===== src/rtl/seg_pkg.sv =====
// rtl/seg_pkg.sv - shared types, glyph constants and decode helpers for seg_reader
// Segment bit order throughout: seg[6]=a, seg[5]=b, ... seg[0]=g.
package seg_pkg;

    typedef enum logic [1:0] {
        ST_WAIT  = 2'd0,
        ST_COUNT = 2'd1,
        ST_HELD  = 2'd2
    } samp_state_t;

    localparam logic [6:0] GLYPH_0 = 7'b1111110;  // abcdef
    localparam logic [6:0] GLYPH_1 = 7'b0110000;  // bc
    localparam logic [6:0] GLYPH_2 = 7'b1101101;  // abdeg
    localparam logic [6:0] GLYPH_3 = 7'b1111001;  // abcdg
    localparam logic [6:0] GLYPH_4 = 7'b0110011;  // bcfg
    localparam logic [6:0] GLYPH_5 = 7'b1011011;  // acdfg
    localparam logic [6:0] GLYPH_6 = 7'b1011111;  // acdefg
    localparam logic [6:0] GLYPH_7 = 7'b1110000;  // abc
    localparam logic [6:0] GLYPH_8 = 7'b1111111;  // abcdefg
    localparam logic [6:0] GLYPH_9 = 7'b1111011;  // abcdfg

    // Returns {illegal, value}; anything that is not a decimal glyph maps to F.
    function automatic logic [4:0] glyph_decode(input logic [6:0] pattern);
        case (pattern)
            GLYPH_0: return {1'b0, 4'd0};
            GLYPH_1: return {1'b0, 4'd1};
            GLYPH_2: return {1'b0, 4'd2};
            GLYPH_3: return {1'b0, 4'd3};
            GLYPH_4: return {1'b0, 4'd4};
            GLYPH_5: return {1'b0, 4'd5};
            GLYPH_6: return {1'b0, 4'd6};
            GLYPH_7: return {1'b0, 4'd7};
            GLYPH_8: return {1'b0, 4'd8};
            GLYPH_9: return {1'b0, 4'd9};
            default: return {1'b1, 4'hF};
        endcase
    endfunction

    function automatic logic is_onehot4(input logic [3:0] v);
        return (v != 4'd0) && ((v & (v - 4'd1)) == 4'd0);
    endfunction

endpackage


===== src/rtl/seg_glyph_dec.sv =====
// rtl/seg_glyph_dec.sv - combinational 7-segment pattern to BCD decoder
// Ports:
//   pattern - 7-bit segment pattern (a..g, MSB first)
//   value   - decoded decimal digit, F for an illegal pattern
//   illegal - 1 when pattern is not one of the ten decimal glyphs
module seg_glyph_dec
    import seg_pkg::*;
(
    input  logic [6:0] pattern,
    output logic [3:0] value,
    output logic       illegal
);

    assign {illegal, value} = glyph_decode(pattern);

endmodule


===== src/rtl/seg_reader.sv =====
// rtl/seg_reader.sv - multiplexed 4-digit 7-segment display reader with frame output
// Ports:
//   clk, nrst          - clock, asynchronous active-low reset
//   seg[6:0]           - segment lines (a..g), active-high
//   dig_sel[3:0]       - one-hot digit strobe, dig_sel[k] selects digit k
//   out_ready          - consumer accepts the current frame
//   out_valid          - frame available, held until accepted
//   out_bcd[15:0]      - digit k in bits [4k+3:4k]
//   out_err[3:0]       - per-digit illegal-glyph flags
//   overrun            - sticky, a completed frame was dropped
module seg_reader
    import seg_pkg::*;
#(
    parameter int STABLE_CYC = 4
) (
    input  logic        clk,
    input  logic        nrst,
    input  logic [6:0]  seg,
    input  logic [3:0]  dig_sel,
    input  logic        out_ready,
    output logic        out_valid,
    output logic [15:0] out_bcd,
    output logic [3:0]  out_err,
    output logic        overrun
);

    // Capture happens on the sample that brings the count up to STABLE_CYC.
    localparam logic [3:0] LAST_CNT = 4'(STABLE_CYC - 1);

    samp_state_t state;
    logic [3:0]  count;
    logic [3:0]  ref_sel;
    logic [6:0]  ref_seg;
    logic [3:0]  mask;
    logic [15:0] slot_bcd;
    logic [3:0]  slot_err;

    logic [3:0]  dec_value;
    logic        dec_illegal;
    logic        same;
    logic        frame_full;

    seg_glyph_dec u_dec (
        .pattern (ref_seg),
        .value   (dec_value),
        .illegal (dec_illegal)
    );

    assign same       = ({dig_sel, seg} == {ref_sel, ref_seg});
    assign frame_full = (mask == 4'hF);

    always_ff @(posedge clk or negedge nrst) begin
        if (!nrst) begin
            state    <= ST_WAIT;
            count    <= 4'd0;
            ref_sel  <= 4'd0;
            ref_seg  <= 7'd0;
            mask     <= 4'd0;
            slot_bcd <= 16'd0;
            slot_err <= 4'd0;
        end else begin
            // A full mask is consumed by the output stage on this edge.
            if (frame_full) begin
                mask <= 4'd0;
            end
            case (state)
                ST_WAIT: begin
                    if (is_onehot4(dig_sel)) begin
                        ref_sel <= dig_sel;
                        ref_seg <= seg;
                        count   <= 4'd1;
                        state   <= ST_COUNT;
                    end
                end
                ST_COUNT: begin
                    // ref_sel is one-hot, so a multi-hot/zero strobe is a mismatch.
                    if (same) begin
                        count <= count + 4'd1;
                        if (count == LAST_CNT) begin
                            for (int k = 0; k < 4; k++) begin
                                if (ref_sel[k]) begin
                                    slot_bcd[4*k +: 4] <= dec_value;
                                    slot_err[k]        <= dec_illegal;
                                    mask[k]            <= 1'b1;
                                end
                            end
                            state <= ST_HELD;
                        end
                    end else begin
                        count <= 4'd0;
                        state <= ST_WAIT;
                    end
                end
                ST_HELD: begin
                    // Stay put until the strobe moves so one period gives one capture.
                    if (!same) begin
                        count <= 4'd0;
                        state <= ST_WAIT;
                    end
                end
                default: begin
                    count <= 4'd0;
                    state <= ST_WAIT;
                end
            endcase
        end
    end

    always_ff @(posedge clk or negedge nrst) begin
        if (!nrst) begin
            out_valid <= 1'b0;
            out_bcd   <= 16'd0;
            out_err   <= 4'd0;
            overrun   <= 1'b0;
        end else if (frame_full) begin
            if (!out_valid || out_ready) begin
                out_valid <= 1'b1;
                out_bcd   <= slot_bcd;
                out_err   <= slot_err;
            end else begin
                overrun <= 1'b1;
            end
        end else if (out_valid && out_ready) begin
            out_valid <= 1'b0;
        end
    end

endmodule


===== config.mk =====
export PLATFORM = sky130hd
export DESIGN_NAME = seg_reader
export DESIGN_NICKNAME = d
export VERILOG_FILES = /design/src/rtl/seg_pkg.sv /design/src/rtl/seg_glyph_dec.sv /design/src/rtl/seg_reader.sv
export SDC_FILE = /design/constraint.sdc
export NUM_CORES = 1
export LEC_CHECK = 0
export ABC_AREA = 0
export CORE_MARGIN = 5
export CORE_UTILIZATION = 50
export CTS_CLUSTER_SIZE = 25
export DETAILED_ROUTE_END_ITERATION = 10
export PLACE_DENSITY = 0.76
export SYNTH_ARGS = -nofsm -noshare
export SYNTH_HDL_FRONTEND = slang
export SYNTH_HIERARCHICAL = 1
export SYNTH_SLANG_ARGS = --single-unit

===== constraint.sdc =====
create_clock -name clk -period 2.2 [get_ports clk]
set_input_delay 0.33 -clock clk [delete_from_list [all_inputs] [get_ports clk]]
set_output_delay 0.33 -clock clk [all_outputs]
set_load 0.02 [all_outputs]

## Yosys cells after proc, flatten, opt, wreduce, memory -nomap -nowiden

Cells that the tools add are included.

| word-level totals | value |
|---|---|
| register bits | 63 |
| bits in latches | 0 |
| bits in writable memories | 0 |
| ROM bits | 0 |
| bits of input ports | 14 |
| output and inout bits | 22 |
| logic and storage cells | 79 |
| memories kept | 0 |

| operators by class | value |
|---|---|
| add/sub/neg operators | 2 |
| multipliers | 0 |
| divide/modulo/power cells | 0 |
| magnitude comparators | 0 |
| eq/ne operators | 19 |
| shifts and indexed selects | 0 |
| muxes and demuxes | 21 |
| bitwise gates (word level) | 2 |
| reduce and logical (&&, ||, !) cells | 18 |

Operators with widths:

| operator | number |
|---|---|
| == test 7 bit (second input constant) | 8 |
| one-hot mux 5 bit (10 select lines) | 1 |
| two-way mux 4 bit | 7 |
| AND reduction 4 bit | 4 |
| == test 7 x 6 -> 1 bit (second input constant) | 2 |
| one-hot mux 4 bit (3 select lines) | 1 |
| == test 11 bit | 1 |
| AND reduction 2 bit | 5 |
| two-way mux 2 bit | 4 |
| two-way mux 1 bit | 7 |
| one-hot mux 2 bit (3 select lines) | 1 |
| adder 4 x 1 -> 4 bit (second input constant) | 1 |
| bitwise AND 4 bit | 1 |
| == test 4 x 2 -> 1 bit (second input constant) | 1 |
| == test 4 bit (second input constant) | 1 |
| logical NOT 4 bit | 1 |
| inequality test 2 bit (second input constant) | 2 |
| nonzero test 4 bit | 1 |
| subtractor 4 x 1 -> 4 bit (second input constant) | 1 |
| inequality test 3 bit (second input constant) | 1 |
| AND reduction 3 bit | 1 |
| == test 2 x 1 -> 1 bit (second input constant) | 1 |
| == test 2 bit (second input constant) | 1 |
| logical AND 1 bit | 2 |
| 6 further kinds | 6 |

## Logic depth before layout (Yosys ltp)

Gate-level depths: netlist of the first run.

| logic depth | value |
|---|---|
| depth in word-level cells | 6 |
| depth in mapped cells | 6 |
| gate-level depth less buffers | 5 |

## By module

The synthesis of the first run kept the hierarchy.

By module, submodules not included:

| module | times used | cells an instance | area each (µm²) | seq. area each (µm²) |
|---|---|---|---|---|
| seg_reader | 1 | 175 | 2,643.8 | 1,576.5 |
| seg_glyph_dec | 1 | 23 | 177.7 | 0.0 |

## Worst setup path after synthesis of the first run

Ideal clock, no wire load.

| path | value |
|---|---|
| kind | register to register |
| start point | register ref_seg[1] |
| end point | register slot_bcd[6] |
| library setup time | 128 ps |
| arrival time | 1,587 ps |
| data required time | 2,072 ps |
| slack | 486 ps |
| cell stages (with the launch flop) | 6 |
| path buffers | 0 |
| period minus slack after synthesis | 1,714 ps |
| cell sequence | dfrtp_1 > and2b_1 > or4b_4 > o21ai_2 > a31oi_1 > mux2_1 |

| between the ends | value |
|---|---|
| word-level cells in the longest chain between the ends | 2 |
| elaborated cells on any way between the ends | 13 |
| those cells by class | eq/ne (11); mux (1); reduce/logical (1) |

Ends and longest elaborated chain:

| what | RTL line | RTL |
|---|---|---|
| from (decl) | seg_reader.sv:33 | `logic [6:0] ref_seg;` |
| from (signal assigned) | seg_reader.sv:70 | `ref_seg <= seg;` |
| == test 7 bit / == test 7 x 6 -> 1 bit (equally long branches) | seg_pkg.sv:24 | `case (pattern)` |
| one-hot mux 5 bit (10 select lines) * | seg_pkg.sv:24 |  |
| named net dec_value[2] | seg_reader.sv:38 | `logic [3:0] dec_value;` |
| to (signal, indexed assignment) | seg_reader.sv:82 | `slot_bcd[4*k +: 4] <= dec_value;` |
| to (decl) | seg_reader.sv:35 | `logic [15:0] slot_bcd;` |

The timed path passes the listed nets; every way through them passes the cells marked *.
A chain may end at the register's enable or synchronous reset.

## Worst setup path after layout of the first run

| path | value |
|---|---|
| start point | input dig_sel[2] |
| end point | register ref_seg[1] |

| between the ends | value |
|---|---|
| word-level cells in the longest chain between the ends | 5 |
| elaborated cells on any way between the ends | 6 |
| those cells by class | add/sub (1); bitwise (1); reduce/logical (4) |

Ends and longest elaborated chain:

| what | RTL line | RTL |
|---|---|---|
| from (decl) | seg_reader.sv:19 | `input logic [3:0] dig_sel,` |
| subtractor 4 x 1 -> 4 bit | seg_pkg.sv:40 | `return (v != 4'd0) && ((v & (v - 4'd1)) == 4'd0);` |
| bitwise AND 4 bit | seg_pkg.sv:40 |  |
| logical NOT 4 bit | seg_pkg.sv:40 |  |
| logical AND 1 bit * | seg_pkg.sv:40 |  |
| AND reduction 2 bit (no source line) * | n/a |  |

Every way passes the cells marked *; elsewhere a longest branch is shown, timed or not.

==> impl_results.rst, run 1 <==
.. list-table::
   :header-rows: 1

   * - Metric
     - Value
   * - Run status
     - complete, but fails checks
   * - Violations in the final reports
     - hold timing
   * - Overall routing resource usage
     - 15.0%
   * - Worst setup path class
     - primary input to flop
   * - Max Slew Vio Count
     - 0
   * - Sum of net half-perimeters after detailed placement
     - 3460 microns
   * - Buffers from clock root to sink, at most
     - 2
   * - Crit path buf inv count
     - 2
   * - Switching part of the total
     - 30.3%
   * - Detailed-router iteration count before antenna repair
     - 4
   * - Cell-by-cell trace of the critical path
     - clkdlybuf4s50_1 > xnor2_1 > nor3_1 > buf_4 > nor4_4 > nor3_4 > mux2_2
   * - Warnings from Yosys
     - 6
   * - Area taken by multi-input logic gates
     - 0.00121 sq mm
   * - Largest net degree at the start of global routing
     - 64
   * - Number of distinct standard cells referenced by the synthesized netlist
     - 46
   * - Commonest non-fill, non-tap cell in the layout
     - dfrtp_1
   * - Setup slack at placement
     - -0.164 ns
   * - Reg-to-reg slack, setup
     - 0.27 ns
   * - Reported max-cap violation count
     - 0
   * - RSZ-0062 raised after global routing
     - false
   * - Storage cell area
     - 0.00158 sq mm
   * - Initial detailed-routing violation count
     - 88
   * - Wire length of the first global-routing pass
     - 8460 microns
   * - Total of hold buffers inserted after clock tree synthesis
     - 0
   * - Per-instance average area after synthesis
     - 14.2 sq um
   * - Initial antenna violation count
     - 0
   * - Nets
     - 264
   * - Fraction of final layout cells with drive strength greater than 1
     - 35.3%
   * - Initial standard-cell utilization of the core
     - 51.2%
   * - DIE AREA
     - 0.00725 sq mm
   * - Worst hold slack
     - -0.00175 ns
   * - Max_slew headroom
     - 57.0%
   * - Worst Tran Pin Value
     - 0.635 ns
   * - Top cells by area in the synthesized netlist
     - dfrtp_1, mux2_2, xnor2_1
   * - Kind of path behind the tightest hold check
     - primary input to asynchronous set/reset pin
   * - Routability congestion estimate from global placement
     - 0.814
   * - Clock network fraction of total power
     - 30.2%
   * - Leading cell types in the layout, fill and taps excluded
     - dfrtp_1, mux2_2, clkdlybuf4s50_1
   * - Area share of the largest cell type after synthesis
     - 55.9%
   * - Core Region
     - 0.00551 sq mm
   * - Row count
     - 27
   * - Post-synthesis net count
     - 213
   * - Post-synth EDFFs
     - 0
   * - Top Family by Delay on Critical Path
     - simple AND/OR/NAND/NOR gates
   * - Area leader, netlist
     - dfrtp_1
   * - Highest net fanout along the worst path
     - 13
   * - Final period utilization
     - 91.4%
   * - Synthesized instance count
     - 198
   * - Setup Total Neg Slack
     - 0 ns
   * - Post-CTS resize count
     - 0
   * - Startpoint types
     - primary input
   * - Timing-limited maximum frequency
     - 497 MHz
   * - Post-layout total power
     - 3.17 mW
   * - Global route overflow
     - 0
   * - Clock buffer count from CTS
     - 9
   * - Layout area overhead
     - 23.8%
   * - Y dimension of the die
     - 85.1 microns
   * - H-tree levels
     - 3
   * - Fraction of the yosys area taken by sequential cells
     - 55.9%
   * - Internal power
     - 2.21 mW
   * - Via count
     - 1731
   * - Data required time of the critical path
     - 2.41 ns
   * - Sink count of the clock tree
     - 63
   * - Power Density
     - 909 mW/mm^2
   * - Synthesized flop and latch total
     - 63
   * - Sequential share of power
     - 47.7%
   * - Skew-Pair Late Insertion Delay
     - 0.33 ns
   * - Critical Path AT
     - 2.22 ns
   * - Top FF cell, synth
     - dfrtp_1
   * - Number of antenna diodes
     - 0
   * - Comb pwr share
     - 22.1%
   * - Setup fix buffers added after clock tree synthesis
     - 0
   * - DRC errors left
     - 0
   * - Post-synthesis instance area
     - 0.00282 sq mm
   * - Final critical-path required period
     - 2.01 ns
   * - Final clock skew
     - 0.00586 ns
   * - Smallest setup slack after layout
     - 0.190 ns
   * - Async set-reset flop share out of synthesis
     - 100%
   * - Routed wire length
     - 4920 microns
   * - Clock tree from TritonCTS
     - built
   * - Psw
     - 0.962 mW
   * - Largest vdd supply drop
     - 0.000511 V
   * - Filler instances
     - 435
   * - ANT nets after route
     - 0
   * - Number of setup violations in the final report
     - 0
   * - Kind of capture point of the worst setup path
     - flop
   * - Final number of hold-violating endpoints
     - 1
   * - Drt via density
     - 5.34
   * - Reported leakage power
     - 1.62 nW
   * - Highest cell delay on the worst timing path
     - 0.48 ns
   * - Number of port buffers
     - 35
   * - Die boundary width
     - 85.1 microns
   * - Clock transition at the registers of the reported paths
     - 0.06 ns
   * - Slowest cell on the critical path
     - nor3_4
   * - Buffer cell driving the clock tree root
     - clkbuf_8
   * - Average wire per standard cell
     - 15.2 microns
   * - Boundary pin count
     - 36
   * - Vias in the first global route
     - 1732
[cells by family (layout without fill, tap and decap cells)]
family                   after synthesis  in the layout  share of synthesized area [%]
AO/OA/AOI/OAI                         18             18                           5.28
multiplexers                          51             51                           20.4
XOR/XNOR                              16             16                           4.97
buffers and inverters                  5             59                           1.15
adder cells (fa/ha/maj)                1              1                          0.443
AND/OR/NAND/NOR                       44             44                           11.9
flip-flops                            63             63                           55.9
[routing by layer]
metal  part of all wire, %  track usage [%]  up-vias
met4                   1.6             7.34        0
met1                    45             19.4      861
met2                    48             23.0       37
li1                      -                -      825
met5                     0                0        -
met3                   5.3             4.66        8
[power by group through the flow]
stage               clock network (mW)  registers [mW]  logic (mW)
floorplan                            0            1.47       0.552
global placement                     0            1.52       0.687
CTS                              0.984            1.51       0.710
global route                      1.03            1.54       0.779
finish                           0.959            1.51       0.700
detailed placement                   0            1.53       0.705
[flip-flops by register name (all words and copies together), names as in the netlist]
register	count
out_err	4
slot_err	4
slot_bcd	16
state	2
overrun	1
mask	4
out_bcd	16
ref_sel	4
count	4
out_valid	1
ref_seg	7
[final timing paths]
kind                       startpoint            to  cells past startpoint
setup / recovery           dig_sel[2]    ref_seg[1]                      7
hold / removal                   nrst   out_bcd[14]                      2
setup reg to reg             count[0]  slot_bcd[14]                      5
hold reg to reg               mask[2]       mask[2]                      2
max in group asynchronous        nrst   slot_bcd[0]                      2
min in group clk              mask[2]       mask[2]                      2
[cell type report]
| cell class | instances | area share [%] |
|---|---|---|
| sequential | 63 | 45.1 |
| clock buffer | 10 | 3.94 |
| timing repair buffer | 44 | 12.2 |
| inverter | 1 | 0.107 |
| multi-input combinational | 130 | 34.7 |
| tap | 72 | 2.58 |
| clock inverter | 4 | 1.36 |
[worst reg2reg max path: cells and delay by family (launching register included)]
kind	cells	cell delay, ns
flip-flops	1	0.40
adder cells (fa/ha/maj)	1	0.20
multiplexers	1	0.37
AND/OR/NAND/NOR	3	0.85
[metrics by stage]
| step | utilization, % | cells | cell area [sq um] | hold WS, ns |
|---|---|---|---|---|
| 2_1_floorplan | - | 198 | 2820 | 0.0344 |
| 3_3_place_gp | 60.1 | 310 | 3310 | 0.368 |
| 3_5_place_dp | 60.1 | 310 | 3310 | 0.368 |
| 4_1_cts | 63.4 | 324 | 3490 | 0.00423 |
| 5_1_grt | 63.4 | 324 | 3490 | 0.00908 |
| 6_report | 63.4 | 324 | 3490 | -0.00175 |
[cells in the mapped netlist (2+ instances only)]
master,n
buf_2,2
nor3b_1,2
mux2_2,50
a22o_2,2
nand2_1,9
nor2_1,2
dfrtp_1,63
nor2b_1,4
nand4_1,3
and2b_1,2
nand3_4,3
a22o_1,2
nor3_1,3
xnor2_1,14
a21o_2,2
nand3_1,4
xor2_1,2
Power figures use the tool's default switching activity.
==> run 2: changes to the inputs <==
--- a/config.mk
+++ b/config.mk
@@ -6,10 +6,11 @@
 export NUM_CORES = 1
 export LEC_CHECK = 0
 export ABC_AREA = 0
-export CORE_MARGIN = 5
+export CORE_MARGIN = 2
 export CORE_UTILIZATION = 50
 export CTS_CLUSTER_SIZE = 25
 export DETAILED_ROUTE_END_ITERATION = 10
+export GPL_TIMING_DRIVEN = 0
 export PLACE_DENSITY = 0.76
 export SYNTH_ARGS = -nofsm -noshare
 export SYNTH_HDL_FRONTEND = slang
==> impl_results.rst, run 2 (synthesized netlist as in run 1, its figures left out) <==
.. list-table::
   :header-rows: 1

   * - Metric
     - Value
   * - Y dimension of the die
     - 79.1 microns (-7.0%)
   * - Overall routing resource usage
     - 17.6% (+2.6 points)
   * - Highest cell delay on the worst timing path
     - 0.49 ns (about the same)
   * - Sequential share of power
     - 42.8% (-4.9 points)
   * - Power Density
     - 992 mW/mm^2 (+9.2%)
   * - Layout area overhead
     - 25.7%
   * - Kind of capture point of the worst setup path
     - flop
   * - Registers with the highest flip-flop counts
     - out_bcd: 16 flops, slot_bcd: 16 flops, ref_seg: 7 flops
   * - Reported max-cap violation count
     - 0 (unchanged)
   * - Initial antenna violation count
     - 0 (unchanged)
   * - Setup slack at placement
     - -0.0921 ns (+0.0715 ns)
   * - Final clock skew
     - 0.00496 ns (-0.000898 ns)
   * - Final number of hold-violating endpoints
     - 0 (-1)
   * - Data required time of the critical path
     - 2.42 ns (about the same)
   * - DRC errors left
     - 0 (unchanged)
   * - Critical Path AT
     - 2.15 ns (-0.07 ns)
   * - Number of port buffers
     - 35 (unchanged)
   * - Startpoint types
     - primary input
   * - Post-route non-filler standard cell count
     - 323 (-0.31%)
   * - Sum of net half-perimeters after detailed placement
     - 3420 microns (-1.3%)
   * - Comb pwr share
     - 20.1% (-2.0 points)
   * - Area taken by multi-input logic gates
     - 0.00121 sq mm (unchanged)
   * - Smallest setup slack after layout
     - 0.271 ns (+0.0814 ns)
   * - Boundary pin count
     - 36 (unchanged)
   * - Max_slew headroom
     - 61.4% (+4.4 points)
   * - Routed wire length
     - 4770 microns (-3.1%)
   * - Detailed-router iteration count before antenna repair
     - 4 (unchanged)
   * - Highest net fanout along the worst path
     - 10 (-3)
   * - Slowest cell on the critical path
     - clkdlybuf4s50_1
   * - Clock buffer count from CTS
     - 9 (unchanged)
   * - Internal power
     - 2.54 mW (+15%)
   * - RSZ-0062 raised after global routing
     - false
   * - H-tree levels
     - 3 (unchanged)
   * - Average wire per standard cell
     - 14.8 microns (-2.8%)
   * - Commonest non-fill, non-tap cell in the layout
     - dfrtp_1
   * - Initial detailed-routing violation count
     - 57 (-35%)
   * - Run status
     - completed
   * - Number of antenna diodes
     - 0 (unchanged)
   * - Worst setup path class
     - primary input to flop
   * - Max Slew Vio Count
     - 0 (unchanged)
   * - Clock transition at the registers of the reported paths
     - 0.07 ns (about the same)
   * - Drt via density
     - 5.28 (-1.2%)
   * - Wire length of the first global-routing pass
     - 8270 microns (-2.3%)
   * - DIE AREA
     - 0.00626 sq mm (-14%)
   * - Kind of path behind the tightest hold check
     - flop to flop
   * - Switching part of the total
     - 27.7% (-2.6 points)
   * - ANT nets after route
     - 0 (unchanged)
   * - Reported leakage power
     - 1.64 nW (+1.1%)
   * - Fraction of final layout cells with drive strength greater than 1
     - 34.3% (-1.1 points)
   * - Buffer cell driving the clock tree root
     - clkbuf_8
   * - Placed cell areas
     - 0.00328 sq mm (-0.95%)
   * - Largest vdd supply drop
     - 0.000641 V (+26%)
   * - Setup fix buffers added after clock tree synthesis
     - 0 (unchanged)
   * - DP Cell Count
     - 306 (-1.3%)
   * - Vias in the first global route
     - 1665 (-3.9%)
   * - Global route overflow
     - 0 (unchanged)
   * - Clock network fraction of total power
     - 37.1% (+6.9 points)
   * - Final critical-path required period
     - 1.93 ns (-0.0814 ns)
   * - Area of all placed cells without fillers
     - 0.00355 sq mm (+1.5%)
   * - Number of setup violations in the final report
     - 0 (unchanged)
   * - Storage cell area
     - 0.00158 sq mm (unchanged)
   * - Skew-Pair Late Insertion Delay
     - 0.34 ns (about the same)
   * - Buffers from clock root to sink, at most
     - 2 (unchanged)
   * - Sink count of the clock tree
     - 63 (unchanged)
   * - Filler instances
     - 426 (-2.1%)
   * - Nets
     - 261 (-1.1%)
   * - Worst Tran Pin Value
     - 0.570 ns (-0.0647 ns)
   * - Final period utilization
     - 87.7% (-3.7 points)
   * - Post-layout total power
     - 3.52 mW (+11%)
   * - Routability congestion estimate from global placement
     - 0.783 (-3.7%)
   * - Timing-limited maximum frequency
     - 518 MHz (+4.2%)
   * - Cell-by-cell trace of the critical path
     - clkdlybuf4s50_1 > xnor2_1 > nor3_1 > nor4_4 > nor3_4 > buf_6 > mux2_2
   * - Die boundary width
     - 79.1 microns (-7.0%)
   * - Clock tree from TritonCTS
     - built
   * - Largest net degree at the start of global routing
     - 41 (-36%)
   * - Psw
     - 0.975 mW (+1.3%)
   * - Via count
     - 1705 (-1.5%)
   * - Crit path buf inv count
     - 2 (unchanged)
   * - Leading cell types in the layout, fill and taps excluded
     - dfrtp_1, mux2_2, clkdlybuf4s50_1
   * - Worst hold slack
     - 0.476 ns (+0.478 ns)
   * - Initial standard-cell utilization of the core
     - 51.6% (+0.32 points)
   * - Row count
     - 27 (unchanged)
   * - Top Family by Delay on Critical Path
     - buffers and inverters
   * - Core Region
     - 0.00547 sq mm (-0.61%)
-- run 2: cell types whose count changed in the layout (fill, tap and decap cells not counted), sizes merged --
cell and change:
buf -4, bufinv +3, clkinv -1, dlygate4sd3 +1
-- run 2: area by class of cell --
cell class / count / share of cell area (%)
flip-flops and latches: 63 / 44.4
multi-input cells: 130 / 34.2
plain buffers: 4 / 0.811
well taps: 72 / 2.54
repair buffers: 37 / 10.6
inverters: 1 / 0.106
clock inverters: 6 / 3.74
clock buffers: 10 / 3.60
-- run 2: metal layers --
layer | up-vias | track usage (%) | share of wire (%)
li1 | 819 | - | -
met1 | 833 | 24.6 | 49
met4 | 0 | 10.3 | 3.3
met2 | 39 | 24.8 | 44
met5 | - | 0 | 0
met3 | 14 | 4.43 | 3.9
-- run 2: power by group through the flow --
stage               clock, mW  combinational (mW)  sequential [mW]
finish                   1.30               0.708             1.51
global route             1.39               0.784             1.54
CTS                      1.34               0.714             1.50
detailed placement          0               0.710             1.53
global placement            0               0.687             1.51
floorplan                   0               0.552             1.47
-- run 2: worst paths after layout --
check / from / to / slack [ns] / depth (start not counted)
worst max-delay path: dig_sel[0] / ref_sel[0] / 0.27 / 7
worst min-delay path: mask[0] / mask[0] / 0.48 / 2
worst max register to register: ref_seg[1] / slot_bcd[6] / 0.28 / 5
worst min register to register: mask[0] / mask[0] / 0.48 / 2
max in group asynchronous: nrst / slot_bcd[6] / 1.10 / 3
min in group asynchronous: nrst / out_bcd[11] / 0.51 / 2
-- run 2: per-stage QoR --
stage          utilization [%]  TNS (ns)
3_3_place_gp              59.6    -77.07
3_5_place_dp              59.9    -0.757
2_1_floorplan                -         0
5_1_grt                   64.8         0
6_report                  64.8         0
4_1_cts                   64.8         0
-- run 2: worst reg2reg max path, delay by kind of cell (launching register included) --
kind	cells	cell delay [ns]
AO/OA/AOI/OAI	2	0.26
flip-flops	1	0.44
multiplexers	1	0.34
AND/OR/NAND/NOR	2	0.77
-- run 2: what timing repair did --
| item | in CTS | in global routing |
|---|---|---|
| gates resized for setup | 0 | 0 |
| setup endpoints to repair | 0 | 0 |
| hold buffers | 1 | 0 |
| endpoints found under the hold margin | 23 | 0 |
==> run 3: changes to the inputs <==
--- a/config.mk
+++ b/config.mk
@@ -6,7 +6,7 @@
 export NUM_CORES = 1
 export LEC_CHECK = 0
 export ABC_AREA = 0
-export CORE_MARGIN = 2
+export CORE_MARGIN = 4
 export CORE_UTILIZATION = 50
 export CTS_CLUSTER_SIZE = 25
 export DETAILED_ROUTE_END_ITERATION = 10
==> impl_results.rst, run 3 (synthesized netlist as in run 1, its figures left out) <==
.. list-table::
   :header-rows: 1

   * - Metric
     - Value
   * - Buffers from clock root to sink, at most
     - 2 (unchanged)
   * - Sum of net half-perimeters after detailed placement
     - 3460 microns (+1.2%)
   * - Clock tree from TritonCTS
     - built
   * - DIE AREA
     - 0.00691 sq mm (+10%)
   * - Detailed-router iteration count before antenna repair
     - 4 (unchanged)
   * - Setup fix buffers added after clock tree synthesis
     - 0 (unchanged)
   * - Boundary pin count
     - 36 (unchanged)
   * - Drt via density
     - 5.33 (+1.0%)
   * - Layout area overhead
     - 24.5%
   * - Number of antenna diodes
     - 0 (unchanged)
   * - Number of setup violations in the final report
     - 0 (unchanged)
   * - Final number of hold-violating endpoints
     - 0 (unchanged)
   * - Reported leakage power
     - 1.63 nW (-0.64%)
   * - Overall routing resource usage
     - 15.3% (-2.3 points)
   * - Cell-by-cell trace of the critical path
     - clkdlybuf4s50_1 > xnor2_1 > nor3_1 > nor4_4 > nor3_4 > buf_6 > mux2_2
   * - Setup slack at placement
     - -0.0856 ns (+0.00652 ns)
   * - Setup Total Neg Slack
     - 0 ns (unchanged)
   * - Met2 layer usage reported by global route
     - 23.2% (-1.7 points)
   * - Highest cell delay on the worst timing path
     - 0.50 ns (about the same)
   * - Initial detailed-routing violation count
     - 27 (-53%)
   * - Timing-limited maximum frequency
     - 514 MHz (-0.81%)
   * - Final period utilization
     - 88.4% (+0.72 points)
   * - Smallest setup slack after layout
     - 0.255 ns (-0.0158 ns)
   * - Final clock skew
     - 0.00802 ns (+0.00306 ns)
   * - Sink count of the clock tree
     - 63 (unchanged)
   * - ANT nets after route
     - 0 (unchanged)
   * - Post-route non-filler standard cell count
     - 322 (-0.31%)
   * - Max Slew Vio Count
     - 0 (unchanged)
   * - Via count
     - 1717 (+0.70%)
   * - Filler instances
     - 431 (+1.2%)
   * - Core Region
     - 0.00551 sq mm (+0.62%)
   * - Number of port buffers
     - 35 (unchanged)
   * - Layer carrying the most global-route usage
     - met2
   * - Storage cell area
     - 0.00158 sq mm (unchanged)
   * - Worst setup path class
     - primary input to flop
   * - Initial antenna violation count
     - 0 (unchanged)
   * - Global route overflow
     - 0 (unchanged)
   * - Data required time of the critical path
     - 2.42 ns (about the same)
   * - Buffer cell driving the clock tree root
     - clkbuf_8
   * - Skew-Pair Late Insertion Delay
     - 0.34 ns (about the same)
   * - Fraction of final layout cells with drive strength greater than 1
     - 34.4% (+0.14 points)
   * - Slowest cell on the critical path
     - clkdlybuf4s50_1
   * - Row count
     - 27 (unchanged)
   * - Commonest non-fill, non-tap cell in the layout
     - dfrtp_1
   * - Global-route track usage on met1
     - 20.2% (-4.4 points)
   * - Initial standard-cell utilization of the core
     - 51.2% (-0.32 points)
   * - Routability congestion estimate from global placement
     - 0.733 (-6.4%)
   * - Nets
     - 260 (-0.38%)
   * - Total of hold buffers inserted after clock tree synthesis
     - 0 (-1)
   * - DRC errors left
     - 0 (unchanged)
   * - Registers with the highest flip-flop counts
     - out_bcd: 16 flops, slot_bcd: 16 flops, ref_seg: 7 flops
   * - Run status
     - completed
   * - Startpoint types
     - primary input
   * - Critical Path AT
     - 2.17 ns (+0.02 ns)
   * - Area taken by multi-input logic gates
     - 0.00121 sq mm (unchanged)
   * - Worst Tran Pin Value
     - 0.746 ns (+0.176 ns)
   * - Post-CTS resize count
     - 0 (unchanged)
   * - Average wire per standard cell
     - 14.8 microns (+0.61%)
   * - Die boundary width
     - 83.1 microns (+5.1%)
   * - Clock buffer count from CTS
     - 9 (unchanged)
   * - Wire length of the first global-routing pass
     - 8420 microns (+1.9%)
   * - RSZ-0062 raised after global routing
     - false
   * - DP Cell Count
     - 306 (unchanged)
   * - Clock transition at the registers of the reported paths
     - 0.07 ns (about the same)
   * - Vias in the first global route
     - 1775 (+6.6%)
   * - Largest vdd supply drop
     - 0.000702 V (+9.4%)
   * - Final critical-path required period
     - 1.94 ns (+0.0158 ns)
   * - H-tree levels
     - 3 (unchanged)
   * - Highest net fanout along the worst path
     - 10 (unchanged)
   * - Kind of capture point of the worst setup path
     - flop
   * - Max_slew headroom
     - 50.3% (-11 points)
   * - Routed wire length
     - 4780 microns (+0.29%)
   * - Power Density
     - 967 mW/mm^2 (-2.6%)
   * - Met3 track demand over resource
     - 3.57% (-0.86 points)
   * - Reported max-cap violation count
     - 0 (unchanged)
   * - Kind of path behind the tightest hold check
     - primary input to asynchronous set/reset pin
   * - Y dimension of the die
     - 83.1 microns (+5.1%)
   * - Largest net degree at the start of global routing
     - 35 (-15%)
   * - Final core utilization
     - 63.8% (-1.0 points)
   * - Leading cell types in the layout, fill and taps excluded
     - dfrtp_1, mux2_2, clkdlybuf4s50_1
run 3: cell count changes in the layout (fill, tap and decap cells not counted):
cell,change
dlygate4sd3_1,-1
bufinv_16,-1
clkinv_2,+1
clkinv_4,+1
clkinvlp_4,-1
run 3: path summary, 6_finish.rpt:
path                             from            to  slack [ns]  cells after the start
min in group clk              mask[2]       mask[2]        0.47                      2
max in group asynchronous        nrst       mask[0]        1.53                      2
setup / recovery           dig_sel[0]    ref_seg[3]        0.26                      7
setup reg to reg             count[0]  slot_bcd[15]        0.28                      5
hold reg to reg               mask[2]       mask[2]        0.47                      2
hold / removal                   nrst   out_bcd[14]        0.05                      1
run 3: metrics by stage:
step | total power [mW] | hold slack [ns] | cell area, sq um
floorplan | 2.03 | 0.0344 | 2820
global placement | 2.20 | 0.451 | 3260
detailed placement | 2.23 | 0.437 | 3280
CTS | 3.44 | 0.0609 | 3510
global route | 3.58 | 0.0998 | 3510
finish | 3.40 | 0.0466 | 3510
run 3: power by group:
part           internal [mW]  leakage [nW]  switching (mW)
Combinational          0.395         0.660           0.306
Clock                  0.751         0.120           0.445
Sequential              1.28         0.849           0.217
run 3: area by class of cell:
type	instances	area share [%]
sequential	63	44.9
multi-input combinational	130	34.5
timing repair buffer	36	10.4
clock buffer	10	3.63
clock inverter	6	3.10
tap	72	2.56
buffer	4	0.819
inverter	1	0.107
run 3: metal layers:
| metal | part of all wire [%] | vias to the layer above |
|---|---|---|
| met2 | 46 | 41 |
| met4 | 2.7 | 0 |
| met5 | 0 | - |
| li1 | - | 818 |
| met3 | 5.0 | 12 |
| met1 | 47 | 846 |
run 3: critical path, delay by kind of cell:
kind / cells / cell delay [ns]
and+or+nand+nor: 3 / 0.62
xor gates and xnor gates: 1 / 0.18
buffers and inverters: 2 / 0.69
muxes: 1 / 0.34
